[src/rtl/life_run_controller.sv]
// Game of Life run sequencer: debounces the four user buttons and issues a
// single-cycle run strobe aligned to frame_end at a selectable speed.
module life_run_controller #(
  parameter int DEBOUNCE_CYCLES = 500000,
  parameter int SPEED_MAX       = 7,
  parameter int SPEED_DEFAULT   = 3,
  parameter bit START_RUNNING   = 1'b1
) (
  input  logic        clock,
  input  logic        reset,
  input  logic [3:0]  button,
  input  logic        frame_end,
  output logic        run,
  output logic        running,
  output logic [2:0]  speed,
  output logic [15:0] generation_count
);

  localparam int DW = $clog2(DEBOUNCE_CYCLES + 1);
  localparam int FW = SPEED_MAX + 1;

  typedef enum logic [1:0] {PAUSED, RUNNING, STEP_WAIT} state_t;

  state_t        state, state_next;
  logic [3:0]    sync1, sync2, level, press;
  logic [DW-1:0] db_cnt [4];
  logic [FW-1:0] frame_cnt, frame_cnt_next, period_last;
  logic          period_done, run_next;
  logic          speed_up, speed_dn, speed_chg;

  always_ff @(posedge clock or posedge reset) begin
    if (reset) begin
      sync1 <= '0;
      sync2 <= '0;
    end else begin
      sync1 <= button;
      sync2 <= sync1;
    end
  end

  // A press is flagged in the same edge the debounced level rises, so the
  // FSM reacts DEBOUNCE_CYCLES+3 edges after a stable raw transition.
  always_ff @(posedge clock or posedge reset) begin
    if (reset) begin
      level <= '0;
      press <= '0;
      for (int unsigned i = 0; i < 4; i++) db_cnt[i] <= '0;
    end else begin
      press <= '0;
      for (int unsigned i = 0; i < 4; i++) begin
        if (sync2[i] == level[i]) begin
          db_cnt[i] <= '0;
        end else if (db_cnt[i] == DW'(DEBOUNCE_CYCLES - 1)) begin
          db_cnt[i] <= '0;
          level[i]  <= sync2[i];
          press[i]  <= sync2[i];
        end else begin
          db_cnt[i] <= db_cnt[i] + DW'(1);
        end
      end
    end
  end

  always_comb begin
    speed_up    = press[2] && !press[3] && (speed != 3'(SPEED_MAX));
    speed_dn    = press[3] && !press[2] && (speed != '0);
    speed_chg   = speed_up || speed_dn;
    period_last = (FW'(1) << (SPEED_MAX - int'(speed))) - FW'(1);
    period_done = frame_end && (frame_cnt == period_last);
  end

  always_comb begin
    state_next = state;
    run_next   = 1'b0;
    case (state)
      RUNNING: begin
        run_next = period_done;
        if (press[0]) state_next = PAUSED;
      end
      PAUSED: begin
        if (press[0])      state_next = RUNNING;
        else if (press[1]) state_next = STEP_WAIT;
      end
      STEP_WAIT: begin
        if (frame_end) begin
          run_next   = 1'b1;
          state_next = PAUSED;
        end
      end
      default: state_next = PAUSED;
    endcase
    run_next = run_next && !run;

    frame_cnt_next = frame_cnt;
    if (state != RUNNING || state_next != RUNNING || speed_chg) frame_cnt_next = '0;
    else if (period_done)                                      frame_cnt_next = '0;
    else if (frame_end)                                        frame_cnt_next = frame_cnt + FW'(1);
  end

  always_ff @(posedge clock or posedge reset) begin
    if (reset) begin
      state            <= START_RUNNING ? RUNNING : PAUSED;
      run              <= 1'b0;
      speed            <= 3'(SPEED_DEFAULT);
      frame_cnt        <= '0;
      generation_count <= '0;
    end else begin
      state     <= state_next;
      run       <= run_next;
      frame_cnt <= frame_cnt_next;
      if (speed_up)      speed <= speed + 3'(1);
      else if (speed_dn) speed <= speed - 3'(1);
      if (run) generation_count <= generation_count + 16'(1);
    end
  end

  assign running = (state == RUNNING);

endmodule

[config.mk]
export PLATFORM = sky130hd
export DESIGN_NAME = life_run_controller
export DESIGN_NICKNAME = d
export VERILOG_FILES = /design/src/rtl/life_run_controller.sv
export SDC_FILE = /design/constraint.sdc
export NUM_CORES = 1
export LEC_CHECK = 0
export ABC_AREA = 1
export BUFFER_PORTS_ARGS = -buffer_cell sky130_fd_sc_hd__buf_2
export CAP_MARGIN = 20
export CORE_ASPECT_RATIO = 0.6
export CORE_MARGIN = 3
export CORE_UTILIZATION = 50
export DETAILED_ROUTE_END_ITERATION = 7
export GPL_ROUTABILITY_DRIVEN = 0
export HOLD_SLACK_MARGIN = 0.06
export PLACE_DENSITY = 0.68
export SLEW_MARGIN = 5
export SYNTH_ARGS = -nofsm -noshare
export SYNTH_HDL_FRONTEND = slang
export SYNTH_SLANG_ARGS = --single-unit
[constraint.sdc]
create_clock -name clock -period 5.2 [get_ports clock]
set_input_delay 1.56 -clock clock [delete_from_list [all_inputs] [get_ports clock]]
set_output_delay 1.56 -clock clock [all_outputs]
set_load 0.03 [all_outputs]
==> run summary, run 1 <==
status -> finished clean
hold slack -> 0.3471 ns
final wirelength -> 15.67 mm
Cell variety after synth -> 40
Reg2Reg Depth -> 12
Synth top area share -> 42.40%
Gate Count Post-Synth -> 896
port bufs -> 27
Initial Util -> 52.83%
Post-synth EDFFs -> 0
type of origin of the critical path -> register
Nets -> 954
CP endpoint kind -> output port
mapped cell area -> 0.007023 mm2
CP required -> 3.64 ns
final instance area -> 0.007930 mm2
Final min period -> 3.015 ns
Via Count -> 5916
syn avg cell area -> 7.838 um2
vias in the first global route -> 5466
H-tree Lvls -> 4
Synth area leaders -> dfrtp_1 (42%), nand2_1 (9.8%), nor2_1 (7.3%), inv_1 (6.1%), xor2_1 (5.4%)
largest net degree at the start of global routing -> 69
RSZ-0062 raised after global routing -> false
net count after synthesis -> 915
HP Class -> reg -> reg
Inst Count DP -> 1103
synthesized flop and latch total -> 122
Clock Path Buffers -> 2
Die Ht -> 97.80 um
Hold Fails Final Rpt -> 0
Seq/Total Area, Yosys -> 43.52%
die area -> 0.01555 mm2
Final Util -> 59.66%
Root Driver -> clkbuf_16
async set-reset flop share out of synthesis -> 100.0%
Post-CTS Resized -> 0
Fmax -> 0.3317 GHz
M1 GR Usage -> 35.73%
ANT nets after route -> 0
setup TNS -> 0 ns
Post-synth top cells -> nand2_1 (183), nor2_1 (137), dfrtp_1 (119)
ANT cells -> 0
CP arrival -> 1.46 ns
overall power -> 2.348 mW
Leakage -> 3.653 nW
non-filler cells, final -> 1135
worst-margin pin slew -> 0.8358 ns
GR Overflow Total -> 0
cts hold-fix bufs -> 0
Worst VDD drop -> 0.0002200 V
peak fanout along the critical path -> 5
hold path depth -> 0
area leader, netlist -> dfrtp_1
Setup violations, final -> 0
Chip Width -> 159.0 um
via density per instance -> 5.212
fill count -> 1221
max-slew violation count -> 0
Slew HR -> 44.28%
drt drc -> 0
layout cell share with drive strength beyond 1 -> 12.24%
DRT Pass-1 Iters -> 5
worst-skew pair later-pin latency -> 0.41 ns
Setup Buffers After CTS -> 0
pre-CTS WS -> 2.421 ns
core area -> 0.01329 mm2
Pwr Density -> 296.1 mW/mm2
IO Pins -> 28
worst setup margin -> 2.185 ns
top_reg_cell synth -> dfrtp_1
CTS tree -> yes
P&R area growth vs syn -> 12.92%
Placed Area -> 0.007341 mm2
initial antenna violation count -> 0
CTS Buf Count -> 17
GR Util met2 -> 26.94%
cell with the most instances after synthesis -> nand2_1
First DRT Iteration DRCs -> 509
Ys Warns -> 0
site row count -> 32
final setup skew -> 0.01002 ns
first-pass GRT wire length -> 27.37 mm
Final HPWL DP -> 11.49 mm
GR Util met3 -> 4.578%
Overall Global Routing Usage -> 21.28%
Tcrit/Tclk final -> 57.98%
Crit Path Category -> reg -> out
CTS Sinks -> 122
global route hottest layer -> met1
Wirelength per Cell -> 13.81 um
# Max-Cap Violations -> 0
clock transition at the registers of the reported paths -> 0.05 ns
==> layout by cell type (no fill, tap or decap), types with 8 or more instances in the layout <==
master     count
a21oi_1       17
buf_2         27
clkbuf_16     17
dfrtp_1      119
ha_1          11
inv_1        114
nand2_1      183
nand2_2       10
nand3_1       61
nand4_1       47
nor2_1       137
nor3_1        43
nor3_2         9
nor3b_1        8
nor4_1         8
o21ai_0       16
xor2_1        43
==> where the power goes <==
part	total [mW]	switching, mW	leakage, nW	internal [mW]
sequential	1.02	0.0441	1.66	0.978
combinational	0.144	0.0968	1.71	0.0470
clock	1.18	0.407	0.288	0.776
total	2.35	0.548	3.65	1.80
==> state kept, by name (all words and copies together), names as in the netlist, 3 cells and up <==
name,count
level,4
frame_cnt,8
sync2,4
db_cnt,76
sync1,4
generation_count,16
speed,3
press,4
==> kinds of logic (layout without fill, tap and decap cells) <==
family / Yosys count / in the layout / share of synthesized area [%]
simple gates: 535 / 535 / 36.77
buf+inv: 134 / 186 / 7.732
fa+ha+maj: 12 / 12 / 2.245
compound gates: 45 / 45 / 3.741
xor+xnor: 48 / 48 / 5.986
flops: 122 / 122 / 43.52
==> critical path: stages, from the launching register on <==
cell and delay, ns:
dfstp_2 0.58, ha_1 0.24, buf_2 0.23
==> path summary, 6_finish.rpt <==
check,start,endpoint,slack (ns)
min in group asynchronous,reset,sync1[2],1.33
hold reg to reg,sync1[3],sync2[3],0.35
hold / removal,sync1[3],sync2[3],0.35
max in group asynchronous,reset,state[0],2.96
setup reg to reg,speed[1],frame_cnt[4],2.94
setup / recovery,state[0],running,2.18
==> metal layers <==
metal	share of wire [%]	vias to the layer above
li1	-	2981
met1	56	2732
met2	37	194
met3	6.5	9
met4	0.78	0
met5	0	-
==> cell type report <==
type | count | area [um2] | area share, %
clock buffers | 24 | 471.7 | 5.948
well taps | 187 | 234.0 | 2.950
inverters | 125 | 476.7 | 6.011
multi-input cells | 640 | 3423 | 43.17
flip-flops and latches | 122 | 3057 | 38.55
repair buffers | 29 | 150.1 | 1.893
clock inverters | 8 | 117.6 | 1.483
(Power assumes the default switching activity.)
==> run 2, diff against run 1 <==
--- a/config.mk
+++ b/config.mk
@@ -14,7 +14,7 @@
 export DETAILED_ROUTE_END_ITERATION = 7
 export GPL_ROUTABILITY_DRIVEN = 0
 export HOLD_SLACK_MARGIN = 0.06
-export PLACE_DENSITY = 0.68
+export PLACE_DENSITY = 0.7
 export SLEW_MARGIN = 5
 export SYNTH_ARGS = -nofsm -noshare
 export SYNTH_HDL_FRONTEND = slang
==> constraint.sdc (replaced) <==
create_clock -name clock -period 2.7 [get_ports clock]
set_input_delay 0.81 -clock clock [delete_from_list [all_inputs] [get_ports clock]]
set_output_delay 0.81 -clock clock [all_outputs]
set_load 0.03 [all_outputs]
==> run summary, run 2 (synthesized netlist as in run 1, its figures left out) <==
Die Ht -> 97.80 um
Pwr Density -> 573.9 mW/mm2
via density per instance -> 5.153
max-slew violation count -> 0
Reg2Reg Depth -> 12
Chip Width -> 159.0 um
P_sw -> 1.115 mW
CP arrival -> 1.46 ns
Clock Path Buffers -> 2
min-delay src -> sync1[1]
cts hold-fix bufs -> 0
Tcrit/Tclk final -> 83.92%
most frequent cells in the layout -> nand2_1 (183), nor2_1 (137), dfrtp_1 (119)
CP required -> 1.89 ns
commonest non-fill, non-tap cell in the layout -> nand2_1
HP Class -> reg -> reg
Setup Buffers After CTS -> 0
biggest regs -> db_cnt (76), generation_count (16), frame_cnt (8)
drt drc -> 0
Biggest register -> db_cnt
slowest cell delay on critical path -> 0.57 ns
Fmax -> 0.4413 GHz
first-pass GRT wire length -> 26.46 mm
vias in the first global route -> 5415
die area -> 0.01555 mm2
Leakage -> 3.653 nW
Worst path top cell family by delay -> flip-flops
core area -> 0.01329 mm2
Worst VDD drop -> 0.0004188 V
hold path depth -> 0
ANT nets after route -> 0
fill count -> 1172
IO Pins -> 28
peak fanout along the critical path -> 5
internal power -> 3.452 mW
Root Driver -> clkbuf_16
Setup violations, final -> 0
Hold Fails Final Rpt -> 0
CP endpoint kind -> output port
power share of the clock group -> 51.2%
ANT cells -> 0
CP cell instances -> ha_1 -> buf_2
H-tree Lvls -> 4
Crit Path Category -> reg -> out
Overall Global Routing Usage -> 20.47%
WP depth -> 2
overall power -> 4.567 mW
Nets -> 953
CP max stage cell -> dfstp_2
port bufs -> 27
worst-skew pair later-pin latency -> 0.42 ns
setup TNS -> 0 ns
P&R area growth vs syn -> 13.31%
combinational power share -> 5.9%
CTS Sinks -> 122
GR Overflow Total -> 0
layout cell share with drive strength beyond 1 -> 12.67%
First DRT Iteration DRCs -> 465
max FFs per register -> 76
RSZ-0062 raised after global routing -> false
Sw Ratio -> 24.41%
initial antenna violation count -> 0
worst-margin pin slew -> 0.6333 ns
Worst Path Buf+Inv -> 1
R2R Path Start -> speed[1]
Post-CTS Resized -> 0
CP Launch Point -> state[0]
Slew HR -> 57.78%
final wirelength -> 14.95 mm
DRT Pass-1 Iters -> 4
final setup skew -> 0.01344 ns
largest net degree at the start of global routing -> 123
site row count -> 32
type of origin of the critical path -> register
Final HPWL DP -> 10.73 mm
Flop pwr share -> 42.9%
Final min period -> 2.266 ns
CTS tree -> yes
# Max-Cap Violations -> 0
Initial Util -> 52.83%
Wirelength per Cell -> 13.19 um
Via Count -> 5843
CTS Buf Count -> 17
status -> finished clean
clock transition at the registers of the reported paths -> 0.06 ns
==> run 2: path summary, 6_finish.rpt <==
kind                           endpoint  slack, ns
min in group asynchronous    db_cnt[20]       0.58
min reg2reg                    sync2[1]       0.35
max in group asynchronous  frame_cnt[1]       1.63
max                             running       0.43
min                            sync2[1]       0.35
max reg2reg                frame_cnt[6]       0.54
==> run 2: stage by stage <==
step	cell area (um2)	std cells	setup WS, ns	utilization (%)	hold slack, ns
after CTS	7958	1134	0.4237	59.86	0.3503
final	7958	1134	0.4341	59.86	0.3499
after global routing	7958	1134	0.2784	59.86	0.3542
after global placement	7347	1102	0.5623	55.27	0.3358
after detailed placement	7347	1102	0.5374	55.27	0.3427
after floorplan	7027	896	0.3951	-	0.3312
==> run 2: power groups by stage <==
stage          combinational (mW)  clock (mW)  sequential (mW)
2_1_floorplan               0.234           0             1.96
3_3_place_gp                0.267           0             1.99
3_5_place_dp                0.270           0             1.99
4_1_cts                     0.272        2.37             1.96
5_1_grt                     0.321        2.47             1.97
6_report                    0.267        2.34             1.96
==> run 2: routing by layer <==
| metal | part of all wire (%) | global-route usage (%) |
|---|---|---|
| met5 | 0 | 0 |
| met4 | 0.78 | 4.842 |
| met3 | 7.7 | 5.341 |
| met2 | 37 | 26.12 |
| met1 | 54 | 33.59 |
==> run 2: cell type report <==
class | instances | area (um2) | share of cell area (%)
Clock buffer | 18 | 439.2 | 5.519
Multi-Input combinational cell | 640 | 3423 | 43.02
Tap cell | 187 | 234.0 | 2.940
Timing Repair Buffer | 28 | 155.1 | 1.950
Inverter | 125 | 478.0 | 6.006
Clock inverter | 14 | 171.4 | 2.154
Sequential cell | 122 | 3057 | 38.41
==> run 2: worst reg2reg max path: stages, from the launching register on <==
cell     delay (ns)
dfstp_2        0.70
nand3_4        0.14
ha_1           0.33
nand2_1        0.07
inv_1          0.03
nor2_1         0.10
o21ai_0        0.09
nor2_1         0.11
nand2_1        0.06
nor2_1         0.10
nand3_2        0.16
nand2_1        0.12
nand2_1        0.05
